<file path="config.mk">
export PLATFORM = sky130hd
export DESIGN_NAME = audio_dac_stream_flat
export DESIGN_NICKNAME = d
export VERILOG_FILES = /design/src/rtl/audio_dac_stream_if.sv /design/src/rtl/audio_dac_stream.sv /design/src/flat_wrapper.sv
export SDC_FILE = /design/constraint.sdc
export NUM_CORES = 1
export LEC_CHECK = 0
export CAP_MARGIN = 20
export CORE_MARGIN = 2
export CORE_UTILIZATION = 40
export DETAILED_ROUTE_END_ITERATION = 7
export DONT_BUFFER_PORTS = 1
export GPL_TIMING_DRIVEN = 0
export PLACE_DENSITY = 0.57
export SLEW_MARGIN = 20
export SYNTH_ARGS = -nofsm -noshare
export SYNTH_HDL_FRONTEND = slang
export SYNTH_SLANG_ARGS = --single-unit
</file>
<file path="constraint.sdc">
create_clock -name iCLK_18_4 -period 11.9 [get_ports iCLK_18_4]
set_clock_uncertainty 0.2 [all_clocks]
set_input_delay 2.975 -clock iCLK_18_4 [delete_from_list [all_inputs] [get_ports iCLK_18_4]]
set_output_delay 2.975 -clock iCLK_18_4 [all_outputs]
set_load 0.03 [all_outputs]
</file>
<file path="src/rtl/audio_dac_stream_if.sv">
// Stereo sample-pair handshake between the voice mixer (master) and the DAC serializer (slave).
interface audio_dac_stream_if #(
  parameter int DATA_WIDTH = 16
);
  logic [DATA_WIDTH-1:0] sample_l;
  logic [DATA_WIDTH-1:0] sample_r;
  logic                  valid;
  logic                  ready;

  modport master (output sample_l, output sample_r, output valid, input ready);
  modport slave  (input sample_l, input sample_r, input valid, output ready);
endinterface

</file>
<file path="src/rtl/audio_dac_stream.sv">
// Stereo I2S / left-justified DAC serializer fed by a stereo-pair FIFO; BCK/LRCK derived by clock enables.
// Optional built-in 1 kHz sine test tone is enabled by defining AUDIO_DAC_STREAM_TONE_EN.
module audio_dac_stream #(
  parameter int REF_CLK     = 18432000,
  parameter int SAMPLE_RATE = 48000,
  parameter int DATA_WIDTH  = 16,
  parameter int FIFO_DEPTH  = 8,
  parameter int I2S_MODE    = 1
) (
  input  logic                          iCLK_18_4,
  input  logic                          iRST_N,
  audio_dac_stream_if.slave             samples,
  input  logic                          iMute,
`ifdef AUDIO_DAC_STREAM_TONE_EN
  input  logic                          iTone,
`endif
  output logic [$clog2(FIFO_DEPTH):0]   oFifo_Level,
  output logic                          oUnderrun,
  output logic                          oAUD_BCK,
  output logic                          oAUD_LRCK,
  output logic                          oAUD_DATA
);

  localparam int HALF  = REF_CLK / (SAMPLE_RATE * DATA_WIDTH * 4);
  localparam int DIV_W = (HALF > 1) ? $clog2(HALF) : 1;
  localparam int SLOTS = 2 * DATA_WIDTH;
  localparam int S_W   = $clog2(SLOTS);
  localparam int PTR_W = $clog2(FIFO_DEPTH);
  localparam int LVL_W = PTR_W + 1;

  logic [DIV_W-1:0] div_cnt;
  logic [S_W-1:0]   slot;
  logic [S_W-1:0]   slot_next;
  logic [S_W-1:0]   bit_sel;
  logic [SLOTS-1:0] frame;
  logic [SLOTS-1:0] frame_next;
  logic [SLOTS-1:0] mem [FIFO_DEPTH];
  logic [PTR_W-1:0] wr_ptr;
  logic [PTR_W-1:0] rd_ptr;
  logic [LVL_W-1:0] level;
  logic             bck_fall;
  logic             frame_start;
  logic             fifo_empty;
  logic             push;
  logic             pop;
  logic             underrun_next;
  logic             data_next;
  logic             tone_sel;
  logic [DATA_WIDTH-1:0] tone_word;

`ifdef AUDIO_DAC_STREAM_TONE_EN
  logic [5:0]  tone_idx;
  logic [3:0]  tone_k;
  logic        tone_neg;
  logic [15:0] tone_mag;
  logic [15:0] tone_val;

  // First quadrant of a 48-point sine, amplitude 32767; the rest follows by symmetry.
  function automatic logic [15:0] quarter_sine(input logic [3:0] k);
    case (k)
      4'd0:    quarter_sine = 16'd0;
      4'd1:    quarter_sine = 16'd4277;
      4'd2:    quarter_sine = 16'd8481;
      4'd3:    quarter_sine = 16'd12539;
      4'd4:    quarter_sine = 16'd16383;
      4'd5:    quarter_sine = 16'd19947;
      4'd6:    quarter_sine = 16'd23170;
      4'd7:    quarter_sine = 16'd25996;
      4'd8:    quarter_sine = 16'd28377;
      4'd9:    quarter_sine = 16'd30273;
      4'd10:   quarter_sine = 16'd31650;
      4'd11:   quarter_sine = 16'd32487;
      4'd12:   quarter_sine = 16'd32767;
      default: quarter_sine = 16'd0;
    endcase
  endfunction

  assign tone_sel = iTone && !iMute;

  always_comb begin
    tone_neg = 1'b0;
    tone_k   = 4'(tone_idx);
    if (tone_idx <= 6'd12) begin
      tone_k = 4'(tone_idx);
    end else if (tone_idx <= 6'd24) begin
      tone_k = 4'(6'd24 - tone_idx);
    end else if (tone_idx <= 6'd36) begin
      tone_k   = 4'(tone_idx - 6'd24);
      tone_neg = 1'b1;
    end else begin
      tone_k   = 4'(6'd48 - tone_idx);
      tone_neg = 1'b1;
    end
    tone_mag  = quarter_sine(tone_k);
    tone_val  = tone_neg ? (16'd0 - tone_mag) : tone_mag;
    tone_word = DATA_WIDTH'(tone_val) << (DATA_WIDTH - 16);
  end

  always_ff @(posedge iCLK_18_4 or negedge iRST_N) begin
    if (!iRST_N) begin
      tone_idx <= '0;
    end else if (frame_start && tone_sel) begin
      tone_idx <= (tone_idx == 6'd47) ? 6'd0 : tone_idx + 6'd1;
    end
  end
`else
  assign tone_sel  = 1'b0;
  assign tone_word = '0;
`endif

  assign fifo_empty    = (level == '0);
  assign samples.ready = (level != LVL_W'(FIFO_DEPTH));
  assign push          = samples.valid && samples.ready;
  assign oFifo_Level   = level;

  // Slot sequencing, frame loading and next serial bit, all decided in the BCK falling-edge clock.
  always_comb begin
    bck_fall      = oAUD_BCK && (div_cnt == DIV_W'(HALF - 1));
    frame_start   = bck_fall && (slot == S_W'(SLOTS - 1));
    slot_next     = slot;
    frame_next    = frame;
    pop           = 1'b0;
    underrun_next = 1'b0;
    bit_sel       = '0;
    data_next     = 1'b0;
    if (bck_fall) begin
      slot_next = frame_start ? '0 : slot + S_W'(1);
    end
    if (frame_start) begin
      if (tone_sel) begin
        frame_next = {tone_word, tone_word};
      end else begin
        frame_next    = (iMute || fifo_empty) ? '0 : mem[rd_ptr];
        pop           = !fifo_empty;
        underrun_next = fifo_empty;
      end
    end
    // I2S slot 0 still carries the previous frame's right-channel LSB.
    if (I2S_MODE != 0) begin
      bit_sel   = S_W'(SLOTS) - slot_next;
      data_next = (slot_next == '0) ? frame[0] : frame_next[bit_sel];
    end else begin
      bit_sel   = S_W'(SLOTS - 1) - slot_next;
      data_next = frame_next[bit_sel];
    end
  end

  always_ff @(posedge iCLK_18_4 or negedge iRST_N) begin
    if (!iRST_N) begin
      div_cnt   <= '0;
      oAUD_BCK  <= 1'b0;
      slot      <= '0;
      frame     <= '0;
      oAUD_LRCK <= 1'b0;
      oAUD_DATA <= 1'b0;
      oUnderrun <= 1'b0;
    end else begin
      if (div_cnt == DIV_W'(HALF - 1)) begin
        div_cnt  <= '0;
        oAUD_BCK <= !oAUD_BCK;
      end else begin
        div_cnt <= div_cnt + DIV_W'(1);
      end
      slot      <= slot_next;
      frame     <= frame_next;
      oUnderrun <= underrun_next;
      if (bck_fall) begin
        oAUD_LRCK <= (slot_next >= S_W'(DATA_WIDTH));
        oAUD_DATA <= data_next;
      end
    end
  end

  always_ff @(posedge iCLK_18_4) begin
    if (push) begin
      mem[wr_ptr] <= {samples.sample_l, samples.sample_r};
    end
  end

  always_ff @(posedge iCLK_18_4 or negedge iRST_N) begin
    if (!iRST_N) begin
      wr_ptr <= '0;
      rd_ptr <= '0;
      level  <= '0;
    end else begin
      if (push) wr_ptr <= wr_ptr + PTR_W'(1);
      if (pop)  rd_ptr <= rd_ptr + PTR_W'(1);
      case ({push, pop})
        2'b10:   level <= level + LVL_W'(1);
        2'b01:   level <= level - LVL_W'(1);
        default: level <= level;
      endcase
    end
  end

endmodule

</file>
<file path="src/flat_wrapper.sv">
// flat-port wrapper written by rule: the top's interface ports become plain ports
module audio_dac_stream_flat 
#(
  parameter int REF_CLK     = 18432000,
  parameter int SAMPLE_RATE = 48000,
  parameter int DATA_WIDTH  = 16,
  parameter int FIFO_DEPTH  = 8,
  parameter int I2S_MODE    = 1
)
  (iCLK_18_4, iRST_N, iMute, oFifo_Level, oUnderrun, oAUD_BCK, oAUD_LRCK, oAUD_DATA, samples_sample_l, samples_sample_r, samples_valid, samples_ready);
  audio_dac_stream_if #(.DATA_WIDTH(DATA_WIDTH)) samples_i ();
  input  logic iCLK_18_4;
  input  logic iRST_N;
  input  logic iMute;
  output logic [$clog2(FIFO_DEPTH):0] oFifo_Level;
  output logic oUnderrun;
  output logic oAUD_BCK;
  output logic oAUD_LRCK;
  output logic oAUD_DATA;
  input wire logic [$bits(samples_i.sample_l)-1:0] samples_sample_l;
  input wire logic [$bits(samples_i.sample_r)-1:0] samples_sample_r;
  input wire logic [$bits(samples_i.valid)-1:0] samples_valid;
  output wire logic [$bits(samples_i.ready)-1:0] samples_ready;
  assign samples_i.sample_l = samples_sample_l;
  assign samples_i.sample_r = samples_sample_r;
  assign samples_i.valid = samples_valid;
  assign samples_ready = samples_i.ready;
  audio_dac_stream #(.REF_CLK(REF_CLK), .SAMPLE_RATE(SAMPLE_RATE), .DATA_WIDTH(DATA_WIDTH), .FIFO_DEPTH(FIFO_DEPTH), .I2S_MODE(I2S_MODE)) u_core (.iCLK_18_4(iCLK_18_4), .iRST_N(iRST_N), .samples(samples_i), .iMute(iMute), .oFifo_Level(oFifo_Level), .oUnderrun(oUnderrun), .oAUD_BCK(oAUD_BCK), .oAUD_LRCK(oAUD_LRCK), .oAUD_DATA(oAUD_DATA));
endmodule
</file>
# ---- Word level (Yosys, flattened, before mapping)
# Memories as Yosys holds them, arrays and structs flattened.
# Cells that the tools add are included.
dict set report word_totals {
  reg_bits 54
  elab_cells 47
  memories 1
  mem_bits_rw 256
}
# name depth word_bits read_ports rd_clocked_by_memory_dff write_ports line_no
set mem_list {}
lappend mem_list {u_core.mem 8 32 1 0 1 audio_dac_stream.sv:37} ;# logic [SLOTS-1:0] mem [FIFO_DEPTH];
dict set report op_classes {
  magnitude_cmp 2
  eq_ne 5
  muxes 13
  add_sub_neg 7
  reduce_logical 9
}
# cell count
set op_table {}
lappend op_table {{32-bit 2-to-1 mux} 2}
lappend op_table {{5-bit 2-to-1 mux} 2}
lappend op_table {{3-bit by 1-bit adder with 3-bit output (second input constant)} 3}
lappend op_table {{4-bit one-hot mux with 2 select lines} 1}
lappend op_table {{5-bit by 6-bit < comparator with 1-bit output (second input constant)} 1}
lappend op_table {{1-bit 2-to-1 mux} 6}
lappend op_table {{5-bit by 1-bit adder with 5-bit output (second input constant)} 1}
lappend op_table {{1-bit binary-select mux with 5-bit select} 1}
lappend op_table {{5-bit equality test (second input constant)} 1}
lappend op_table {{5-bit >= comparator (second input constant)} 1}
lappend op_table {{5-bit zero test} 1}
lappend op_table {{1-bit by 5-bit subtractor with 5-bit output (first input constant)} 1}
lappend op_table {{4-bit by 1-bit adder with 4-bit output (second input constant)} 1}
lappend op_table {{4-bit zero test} 1}
lappend op_table {{4-bit inequality test (second input constant)} 1}
lappend op_table {{4-bit by 1-bit subtractor with 4-bit output (second input constant)} 1}
lappend op_table {{3-bit equality test (second input constant)} 1}
lappend op_table {{1-bit logical AND} 3}
lappend op_table {{3-bit 2-to-1 mux} 1}
lappend op_table {{2-bit by 1-bit equality test with 1-bit output (second input constant)} 1}
lappend op_table {{2-bit equality test (second input constant)} 1}
lappend op_table {{1-bit zero test} 2}
lappend op_table {{2-bit nonzero test} 1}
lappend op_table {{1-bit logical OR} 1}

# ---- Logic depth before layout (Yosys ltp)
# Gate-level depths: netlist of run 1.
dict set report depth {
  ltp_word 9
  mapped_depth 17
}

# ---- Worst setup path before layout of run 1
# Ideal clock, no wire load.
dict set report synth_path {
  path_kind {in2reg}
  from {input samples_valid}
  to {memory u_core.mem[0][0] in the netlist's numbering (enable)}
  path_stages 3
  arrival_time_ps 5620
  path_slack_ps 5619
  setup_ps 461
  n_path_buf 0
  path_cell_list {nand2_1 -> or2_2 -> nor3_1}
}
dict set report synth_between {
  elab_chain_cells 3
}
# element line_no
set synth_lines {}
lappend synth_lines {{start, declared} flat_wrapper.sv:22} ;# input wire logic [$bits(samples_i.valid)-1:0] samples_valid;
lappend synth_lines {{1-bit logical AND} audio_dac_stream.sv:113} ;# assign push = samples.valid && samples.ready;
lappend synth_lines {{1-bit 2-to-1 mux} audio_dac_stream.sv:175} ;# if (push) begin
lappend synth_lines {{1-bit 2-to-1 mux (implied by the code)} audio_dac_stream.sv:176} ;# mem[wr_ptr] <= {samples.sample_l, samples.sample_r};
lappend synth_lines {{end, declared} audio_dac_stream.sv:37}
# Every way passes these cells.

# ---- Worst setup path after layout of run 1
dict set report layout_path {
  from {register u_core.level[1] (netlist: u_core.oFifo_Level[1])}
  to {output samples_ready}
}
dict set report layout_between {
  elab_chain_cells 1
}
# element line_no
set layout_lines {}
lappend layout_lines {{start, declared} audio_dac_stream.sv:40} ;# logic [LVL_W-1:0] level;
lappend layout_lines {{start signal, assigned} audio_dac_stream.sv:189} ;# 2'b10: level <= level + LVL_W'(1);
lappend layout_lines {{start signal, assigned} audio_dac_stream.sv:190} ;# 2'b01: level <= level - LVL_W'(1);
lappend layout_lines {{start signal, assigned} audio_dac_stream.sv:191} ;# default: level <= level;
lappend layout_lines {{4-bit inequality test} audio_dac_stream.sv:112} ;# assign samples.ready = (level != LVL_W'(FIFO_DEPTH));
lappend layout_lines {{end, declared} flat_wrapper.sv:23} ;# output wire logic [$bits(samples_i.ready)-1:0] samples_ready;
# Every way passes these cells.

==> results of run 1 <==
[worst max-delay path, delay by kind of cell, from the launching register on]
kind                   cells  cell delay [ns]
DFF                        1             0.52
and+or+nand+nor            2             0.43
buffers and inverters      1             0.32
[power by group]
part | switching [mW] | internal, mW
logic | 0.152 | 0.0886
clock network | 0.394 | 0.576
registers | 0.0568 | 1.32
[layout make-up]
| type | count | area [um^2] | share of cell area |
|---|---|---|---|
| Clock buffer | 40 | 859.6 | 0.06041 |
| Inverter | 7 | 26.28 | 0.001846 |
| Multi-Input combinational cell | 319 | 3199 | 0.2248 |
| Clock inverter | 18 | 182.7 | 0.01284 |
| Tap cell | 396 | 495.5 | 0.03482 |
| Timing Repair Buffer | 17 | 230.2 | 0.01618 |
| Sequential cell | 310 | 9039 | 0.6352 |
| Buffer | 33 | 197.7 | 0.01389 |
[metrics by stage]
stage | util | instance area [um^2]
after global placement | 0.4218 | 12900
after detailed placement | 0.4311 | 13190
after floorplan | - | 12410
after CTS | 0.4652 | 14230
after global routing | 0.4652 | 14230
final | 0.4652 | 14230
[path summary, 6_finish.rpt]
check | depth (start not counted) | end | slack (ns)
min in group asynchronous | 0 | u_core.oFifo_Level[1] | 1.92
hold / removal | 1 | u_core.frame[20] | 0.27
hold reg to reg | 1 | u_core.frame[20] | 0.27
setup / recovery | 3 | samples_ready | 6.91
max in group asynchronous | 0 | u_core.frame[3] | 9.45
setup reg to reg | 15 | u_core.oFifo_Level[2] | 7.60
[per-layer routing]
layer | share of wire | wire length [um] | track usage | vias up
met5 | 0 | 0 | 0 | -
met4 | 0.021 | 549 | 0.04452 | 0
met3 | 0.068 | 1771 | 0.03759 | 34
met2 | 0.49 | 12710 | 0.2680 | 164
met1 | 0.42 | 11020 | 0.2106 | 3197
li1 | - | - | - | 2772
[state kept, by name, indices dropped and copies added (netlist names)]
signal,cells
u_core.oAUD_LRCK,1
u_core.slot,5
u_core.wr_ptr,3
u_core.div_cnt,3
u_core.oAUD_BCK,1
u_core.frame,32
u_core.rd_ptr,3
u_core.mem,256
u_core.oFifo_Level,4
u_core.oUnderrun,1
u_core.oAUD_DATA,1
[synthesized netlist by cell type (8+ instances only)]
cell type | instances | area (um^2)
mux4_2 | 65 | 1464
ha_1 | 9 | 112.6
mux2i_1 | 29 | 290.3
nor3_1 | 9 | 45.04
nor2_1 | 40 | 150.1
nand2_1 | 39 | 146.4
nand3_1 | 10 | 50.05
buf_2 | 13 | 65.06
a21o_1 | 8 | 60.06
dfrtp_1 | 54 | 1351
edfxtp_1 | 256 | 7687
o21ai_0 | 26 | 130.1
[cells by family (layout without fill, tap and decap cells)]
kind of cell / after synthesis / count (layout)
buffers and inverters: 40 / 115
adders and majority gates: 9 / 9
DFF: 310 / 310
xor gates and xnor gates: 10 / 10
and+or+nand+nor: 129 / 129
muxes: 98 / 98
AOI/OAI and AO/OA: 73 / 73
==> out/metrics.cfg, run 1 <==
[status]
status=complete, no violations

[sta]
slew_headroom=0.3716
final.min_clock_period_ns=4.987
max_freq_mhz=200.5
rsz0062_at_grt=false
setup_viol=0
hold_violations=0
worstMarginPinSlew_ns=0.9425
setup-tns-final_ns=0
slew_violations=0
fin_hold_ws_ns=0.2690
fin_ws_ns=6.913
post-route-period-util=0.4190

[global_route]
grt_overflow=0
grt_pass1_wl_um=39410
grt_pass1_vias=6439
grt_max_degree=55
antenna_found_initial=0
grt_usage=0.1600

[clock_tree]
clock_latency_ns=0.55
clkTransAtPathRegs_ns=0.07
htree_levels=1
clock-root-buffer=clkbuf_16
cts_hold_buf=0
clk_path_buf_depth=3
cts.sinks=310
postCtsSetupBuffers=0
cts_resized=0
numCtsBuffers=31
cts_tree=yes

[yosys]
synthXorXnorAreaFrac=0.007059
synth_area_mm2=0.01241
yosys_warnings=0
synth_cell_types=67
yosys.area_share.simple=0.05083
yosysSeqAreaShare=0.7285
synth_mux_area_frac=0.1453
synth_compound_area_frac=0.04115
synthAdderAreaFrac=0.009076
synthArstFlopShare=0.1742
avgSynthCellArea_um2=18.55
synth-edff-count=256
synth_top_family_by_area=multiplexers
syn_nets=714
synth.ff_latch_count=310
netlist_instances=669
ys.flop_type=edfxtp_1

[floorplanning]
die_y_um=180.1
io_pins=45
dieArea_mm2=0.03244
core_mm2=0.03059
row_count=64
fp.dieW_um=180.1
start_util=0.4056

[setup_path]
criticalPathCategory=reg2out
crit_path_end_kind=output port
crit_fanout=8
crit_path_start=u_core.oFifo_Level[1]
cp_slowest_stage_delay_ns=0.52
startpoint_type=flop
arrival_ns=1.81
crit_chain=clkbuf_1, nor3_1, nand2_1
r2r_start=u_core.slot[0]
required_ns=8.73
cpMaxStageDelayCell=dfrtp_1

[routing]
totalWireLength_um=26050
drc=0
drtPass1Iterations=5
drtAntennaViolNets=0
drt_iter0_markers=562
vias=6167
wire_per_inst_um=22.85
viasPerCell=5.410

[worst_hold_path]
hold_class=reg2reg
min-delay-start=u_core.frame[20]

[final_layout]
diodes=0
syn2layout_area_growth_pct=14.69
num-fill-cells=2593
final_cell_mix=edfxtp_1, mux4_2, dfrtp_1
final_common_cell=edfxtp_1
nets=764
layout-drive-gt1-share=0.2379
stdcell_count=1140

[placement]
dp.cells=1082
place_ws_ns=6.611
routabilityCongestion=0.8454
place_hpwl_um=17510
port_buffers=0

[job]
max_cap_viol_count=0

[power_and_ir_drop]
power_mw=2.587
ir_drop_uv=101.9
cellPowerDensity_mw_per_mm2=181.8
leakage_nw=4.875

Note: power is estimated with default switching activity, not from simulation.
==> inputs of run 2 (changes only) <==
--- a/config.mk
+++ b/config.mk
@@ -5,13 +5,14 @@
 export SDC_FILE = /design/constraint.sdc
 export NUM_CORES = 1
 export LEC_CHECK = 0
+export ABC_AREA = 1
 export CAP_MARGIN = 20
 export CORE_MARGIN = 2
 export CORE_UTILIZATION = 40
 export DETAILED_ROUTE_END_ITERATION = 7
 export DONT_BUFFER_PORTS = 1
 export GPL_TIMING_DRIVEN = 0
-export PLACE_DENSITY = 0.57
+export PLACE_DENSITY = 0.59
 export SLEW_MARGIN = 20
 export SYNTH_ARGS = -nofsm -noshare
 export SYNTH_HDL_FRONTEND = slang
==> constraint.sdc (replaced) <==
create_clock -name iCLK_18_4 -period 4.1 [get_ports iCLK_18_4]
set_clock_uncertainty 0.2 [all_clocks]
set_input_delay 1.025 -clock iCLK_18_4 [delete_from_list [all_inputs] [get_ports iCLK_18_4]]
set_output_delay 1.025 -clock iCLK_18_4 [all_outputs]
set_load 0.03 [all_outputs]
==> out/metrics.cfg, run 2 <==
[yosys]
synth.top_cell.area_share=0.5750  ; was 0.6196
synth_area_leaders=edfxtp_1, nand2_1, dfrtp_1  ; was edfxtp_1, mux4_2, dfrtp_1
yosysMostFrequentCell=nand2_1  ; was edfxtp_1
synth_top_area_cell=edfxtp_1  ; unchanged
avgSynthCellArea_um2=10.08  ; was 18.55 um^2
yosys_warnings=0  ; unchanged
syn_nets=1371  ; was 714
synth.top_cells.by_count=nand2_1, edfxtp_1, inv_1, nand3_1, nor2_1  ; was edfxtp_1, mux4_2, dfrtp_1, nor2_1, nand2_1
yosysSeqAreaShare=0.6760  ; was 0.7285
synthArstFlopShare=0.1742  ; unchanged
synth_area_mm2=0.01337  ; was 0.01241 mm^2
netlist_instances=1326  ; was 669
synth.ff_latch_count=310  ; unchanged
ys.flop_type=edfxtp_1  ; unchanged
synth_cell_types=31  ; was 67
synth-edff-count=256  ; unchanged

[routing]
wire_per_inst_um=17.79  ; was 22.85 um
drt_iter0_markers=841  ; was 562
vias=8973  ; was 6167
viasPerCell=4.877  ; was 5.410
totalWireLength_um=32740  ; was 26050 um
drtAntennaViolNets=0  ; unchanged
drc=0  ; unchanged
drtPass1Iterations=5  ; unchanged

[floorplanning]
dieArea_mm2=0.03490  ; was 0.03244 mm^2
die_y_um=186.8  ; was 180.1 um
fp.dieW_um=186.8  ; was 180.1 um
core_mm2=0.03270  ; was 0.03059 mm^2
start_util=0.4089  ; was 0.4056
row_count=66  ; was 64
io_pins=45  ; unchanged

[setup_path]
crit_family=simple AND/OR/NAND/NOR gates  ; was flip-flops
crit_top_cell=ha_1
startpoint_type=flop  ; unchanged
cp_slowest_stage_delay_ns=0.65  ; was 0.52 ns
criticalPathCategory=reg2reg  ; was reg2out
critPathBufInv=1  ; unchanged
required_ns=4.30  ; was 8.73 ns
crit_fanout=10  ; was 8
crit_chain=ha_1, nand2_1, nor2_1, ha_1, nand3_4, buf_1, nor2_1, ha_1, xor2_1, ha_1, a21oi_1, a21oi_1, o21ai_0, o21a_1  ; was clkbuf_1, nor3_1, nand2_1
crit_path_end_kind=flop  ; was output port
cpMaxStageDelayCell=nor2_1  ; was dfrtp_1
arrival_ns=3.74  ; was 1.81 ns

[clock_tree]
htree_levels=2  ; was 1
clkTransAtPathRegs_ns=0.06  ; was 0.07 ns
clock_latency_ns=0.52  ; was 0.55 ns
clk_path_buf_depth=3  ; unchanged
postCtsSetupBuffers=0  ; unchanged
clock-root-buffer=clkbuf_16  ; unchanged
cts.sinks=310  ; unchanged
cts_tree=yes  ; unchanged
numCtsBuffers=35  ; was 31
cts_hold_buf=2  ; was 0
cts_resized=0  ; unchanged

[sta]
hold_violations=0  ; unchanged
fin_ws_ns=0.5530  ; was 6.913 ns
worstMarginPinSlew_ns=0.8338  ; was 0.9425 ns
setup_viol=0  ; unchanged
slew_violations=0  ; unchanged
max_freq_mhz=281.9
slew_headroom=0.4442  ; was 0.3716
final.min_clock_period_ns=3.547
rsz0062_at_grt=false  ; unchanged
post-route-period-util=0.8651

[global_route]
grt_pass1_wl_um=50670  ; was 39410 um
grt_overflow=0  ; unchanged
grt_max_degree=30  ; was 55
antenna_found_initial=0  ; unchanged
grt_usage=0.1907  ; was 0.1600
grt_pass1_vias=8881  ; was 6439

[final_layout]
final_core_util=0.4679  ; was 0.4652
top_regs=u_core.mem (256), u_core.frame (32), u_core.slot (5)  ; unchanged
stdcell_count=1840  ; was 1140
regMostFlops=u_core.mem  ; unchanged
layout-drive-gt1-share=0.08083  ; was 0.2379
diodes=0  ; unchanged
final_common_cell=nand2_1  ; was edfxtp_1
multiInputGateArea_mm2=0.003578  ; was 0.003199 mm^2
nets=1419  ; was 764
syn2layout_area_growth_pct=14.44  ; was 14.69%
largest_reg_flops=256  ; unchanged
final_cell_mix=nand2_1, edfxtp_1, inv_1  ; was edfxtp_1, mux4_2, dfrtp_1
num-fill-cells=3000  ; was 2593
layout.area.seq_mm2=0.009039  ; unchanged

[power_and_ir_drop]
leakage_nw=6.327  ; was 4.875 nW
ir_drop_uv=355.6  ; was 101.9 uV
cellPowerDensity_mw_per_mm2=507.3  ; was 181.8 mW/mm^2
power_mw=7.762  ; was 2.587 mW

[placement]
dp.cells=1777  ; was 1082
place_hpwl_um=20980  ; was 17510 um
place_ws_ns=0.6174  ; was 6.611 ns
routabilityCongestion=0.8237  ; was 0.8454
port_buffers=0  ; unchanged

[worst_hold_path]
hold_class=in2async  ; was reg2reg

[status]
status=complete, no violations  ; unchanged

[job]
max_cap_viol_count=0  ; unchanged

[run 2: cell count changes after synthesis, sizes merged, moves of 29 or more]
cell,change
nor2,+58
mux4,-65
nand3,+99
mux2i,-29
nand2,+473
o21ai,+40
inv,+128
[run 2: path summary, 6_finish.rpt]
check	slack (ns)	cells past startpoint	endpoint	startpoint
setup reg to reg	0.55	14	u_core.oFifo_Level[2]	u_core.slot[0]
setup / recovery	0.55	14	u_core.oFifo_Level[2]	u_core.slot[0]
max in group asynchronous	2.69	1	u_core.frame[31]	iRST_N
hold / removal	0.02	0	u_core.frame[9]	iRST_N
min in group iCLK_18_4	0.28	2	u_core.frame[26]	u_core.frame[26]
hold reg to reg	0.28	2	u_core.frame[26]	u_core.frame[26]
[run 2: routing by layer]
metal / share of wire / track usage / vias up
met1: 0.45 / 0.2597 / 4275
met5: 0 / 0 / -
met3: 0.063 / 0.03527 / 64
met2: 0.46 / 0.3081 / 250
met4: 0.029 / 0.06563 / 0
li1: - / - / 4384
[run 2: cells by family (layout without fill, tap and decap cells)]
group / Yosys count / after routing / share of synthesized area
XOR/XNOR: 9 / 9 / 0.006458
flip-flops: 310 / 310 / 0.6760
AO/OA/AOI/OAI: 77 / 77 / 0.02948
adder cells (fa/ha/maj): 9 / 9 / 0.008422
AND/OR/NAND/NOR: 727 / 727 / 0.2188
buffers and inverters: 194 / 266 / 0.06083
[run 2: final cells by class]
cell class,instances,area share
Inverter,135,0.03345
Clock buffer,50,0.06566
Tap cell,442,0.03614
Multi-Input combinational cell,822,0.2339
Sequential cell,310,0.5907
Clock inverter,11,0.004743
Timing Repair Buffer,11,0.01570
Buffer,59,0.01971
[run 2: power by group]
part	switching, mW	internal [mW]	leakage, nW
clock network	1.20	1.76	0.529
registers	0.146	3.84	2.88
logic	0.567	0.245	2.92
[run 2: through the flow]
stage | hold slack, ns | setup TNS (ns) | area, um^2
floorplan | 0.2438 | 0 | 13370
global placement | 0.2569 | -232.53 | 13920
detailed placement | 0.2608 | 0 | 14190
CTS | 0.005437 | 0 | 15300
global route | 0.004584 | 0 | 15300
finish | 0.01518 | 0 | 15300
==> inputs of run 3 (changes only) <==
==> constraint.sdc (replaced) <==
create_clock -name iCLK_18_4 -period 4.1 [get_ports iCLK_18_4]
set_clock_uncertainty 0.2 [all_clocks]
set_input_delay 1.025 -clock iCLK_18_4 [delete_from_list [all_inputs] [get_ports iCLK_18_4]]
set_output_delay 1.025 -clock iCLK_18_4 [all_outputs]
set_load 0.1 [all_outputs]
==> out/metrics.cfg, run 3 (synthesis results as in run 2) <==
[routing]
wire_per_inst_um=17.79  ; about the same
drt_iter0_markers=729  ; was 841
drtPass1Iterations=5  ; unchanged
viasPerCell=4.883  ; was 4.877
totalWireLength_um=32750  ; was 32740 um
drc=0  ; unchanged
drtAntennaViolNets=0  ; unchanged
vias=8990  ; was 8973

[clock_tree]
clkTransAtPathRegs_ns=0.06  ; about the same
cts.sinks=310  ; unchanged
clock-root-buffer=clkbuf_16  ; unchanged
clock_latency_ns=0.52  ; about the same
numCtsBuffers=34  ; was 35
htree_levels=2  ; unchanged
clk_path_buf_depth=3  ; unchanged
cts_tree=yes  ; unchanged

[setup_path]
crit_chain=inv_1, nor3_2, nand3_1, o21ai_2, inv_4, buf_6, ha_1, buf_2, inv_1, nand3_1, nand3_1, nand3_1, nand3_1, nand3_1, a21oi_1  ; was ha_1, nand2_1, nor2_1, ha_1, nand3_4, buf_1, nor2_1, ha_1, xor2_1, ha_1, a21oi_1, a21oi_1, o21ai_0, o21a_1
crit_fanout=10  ; unchanged
critPathBufInv=5  ; was 1
required_ns=4.34  ; was 4.30 ns
crit_path_end_kind=flop  ; unchanged
crit_family=flip-flops  ; was simple AND/OR/NAND/NOR gates
criticalPathCategory=reg2reg  ; unchanged
arrival_ns=4.02  ; was 3.74 ns
startpoint_type=flop  ; unchanged
crit_top_cell=nand3_1  ; was ha_1
r2r_start=u_core.oAUD_BCK  ; was u_core.slot[0]
crit_path_start=u_core.oAUD_BCK  ; was u_core.slot[0]
cp_slowest_stage_delay_ns=1.02  ; was 0.65 ns
cpMaxStageDelayCell=dfrtp_1  ; was nor2_1

[placement]
routabilityCongestion=0.8145  ; was 0.8237
dp.cells=1779  ; was 1777
place_ws_ns=0.3521  ; was 0.6174 ns
placed_area_mm2=0.01423  ; was 0.01419 mm^2
place_hpwl_um=21570  ; was 20980 um
port_buffers=0  ; unchanged

[sta]
slew_headroom=0.3224  ; was 0.4442
fin_ws_ns=0.3196  ; was 0.5530 ns
rsz0062_at_grt=false  ; unchanged
fin_hold_ws_ns=0.1766  ; was 0.01518 ns
worstMarginPinSlew_ns=1.016  ; was 0.8338 ns
post-route-period-util=0.9221  ; was 0.8651
hold_violations=0  ; unchanged
slew_violations=0  ; unchanged
final.min_clock_period_ns=3.780  ; was 3.547 ns
setup_viol=0  ; unchanged
max_freq_mhz=264.5  ; was 281.9 MHz

[floorplanning]
core_mm2=0.03270  ; unchanged
row_count=66  ; unchanged
start_util=0.4089  ; unchanged
die_y_um=186.8  ; unchanged
io_pins=45  ; unchanged
fp.dieW_um=186.8  ; unchanged
dieArea_mm2=0.03490  ; unchanged

[final_layout]
largest_reg_flops=256  ; unchanged
syn2layout_area_growth_pct=14.56  ; was 14.44%
final_common_cell=nand2_1  ; unchanged
final_cell_mix=nand2_1, edfxtp_1, inv_1  ; unchanged
stdcell_count=1841  ; was 1840
nets=1419  ; unchanged
diodes=0  ; unchanged
final_cell_area_mm2=0.01532  ; was 0.01530 mm^2
regMostFlops=u_core.mem  ; unchanged
layout-drive-gt1-share=0.08077  ; was 0.08083
top_regs=u_core.mem (256), u_core.frame (32), u_core.slot (5)  ; unchanged

[global_route]
grt_overflow=0  ; unchanged
grt_max_degree=55  ; was 30
grt_usage=0.1907  ; about the same
antenna_found_initial=0  ; unchanged
grt_pass1_vias=8805  ; was 8881
grt_pass1_wl_um=51190  ; was 50670 um

[power_and_ir_drop]
leakage_nw=6.324  ; was 6.327 nW
sw_frac_of_total=0.2623  ; was 0.2464
ir_drop_uv=351.6  ; was 355.6 uV
cellPowerDensity_mw_per_mm2=514.5  ; was 507.3 mW/mm^2
combPwrFrac=0.109  ; was 0.105
pwr-share-clk=0.371  ; was 0.381
p_sw_mw=2.067  ; was 1.913 mW
p_int_mw=5.814  ; was 5.849 mW
seqPwrFrac=0.520  ; was 0.514
power_mw=7.881  ; was 7.762 mW

[worst_hold_path]
hold_class=in2async  ; unchanged

[status]
status=complete, no violations  ; unchanged

[job]
max_cap_viol_count=0  ; unchanged

-- run 3: path summary, 6_finish.rpt --
| path | depth (start not counted) | to | slack (ns) |
|---|---|---|---|
| setup / recovery | 15 | u_core.oAUD_DATA | 0.32 |
| hold / removal | 1 | u_core.oAUD_BCK | 0.18 |
| setup reg to reg | 15 | u_core.oAUD_DATA | 0.32 |
| hold reg to reg | 2 | u_core.frame[14] | 0.27 |
| max in group asynchronous | 1 | u_core.frame[26] | 3.29 |
| min in group iCLK_18_4 | 2 | u_core.frame[14] | 0.27 |
-- run 3: final cells by class --
type	count	area, um^2
Buffer	59	301.5
Clock inverter	6	80.08
Tap cell	442	553.0
Clock buffer	55	980.9
Fill cell	3013	17380
Timing Repair Buffer	12	272.8
Sequential cell	310	9039
Inverter	135	511.7
Multi-Input combinational cell	822	3578
-- run 3: metal layers --
| metal | part of all wire | up-vias | routed length, um | global-route usage |
|---|---|---|---|---|
| li1 | - | 4393 | - | - |
| met1 | 0.45 | 4314 | 14680 | 0.2559 |
| met2 | 0.47 | 217 | 15240 | 0.3101 |
| met3 | 0.056 | 66 | 1836 | 0.03659 |
| met4 | 0.030 | 0 | 991 | 0.06838 |
| met5 | 0 | - | 0 | 0 |
-- run 3: power groups by stage --
| stage | Clock (mW) | Sequential (mW) | Combinational, mW |
|---|---|---|---|
| 2_1_floorplan | 0 | 4.15 | 0.480 |
| 3_3_place_gp | 0 | 4.18 | 0.690 |
| 3_5_place_dp | 0 | 4.16 | 0.861 |
| 4_1_cts | 2.99 | 4.10 | 0.879 |
| 5_1_grt | 3.09 | 4.13 | 0.961 |
| 6_report | 2.92 | 4.10 | 0.862 |
-- run 3: per-stage QoR --
| step | util | TNS, ns |
|---|---|---|
| floorplan | - | -64.09 |
| global placement | 0.4261 | -414.40 |
| detailed placement | 0.4351 | 0 |
| CTS | 0.4684 | 0 |
| global route | 0.4684 | 0 |
| finish | 0.4684 | 0 |
-- run 3: timing repair --
item                                   4_1_cts  5_1_grt
endpoints found under the hold margin       54        0
hold buffers                                 1        0
gates resized for setup                      0        0
setup buffers                                0        0
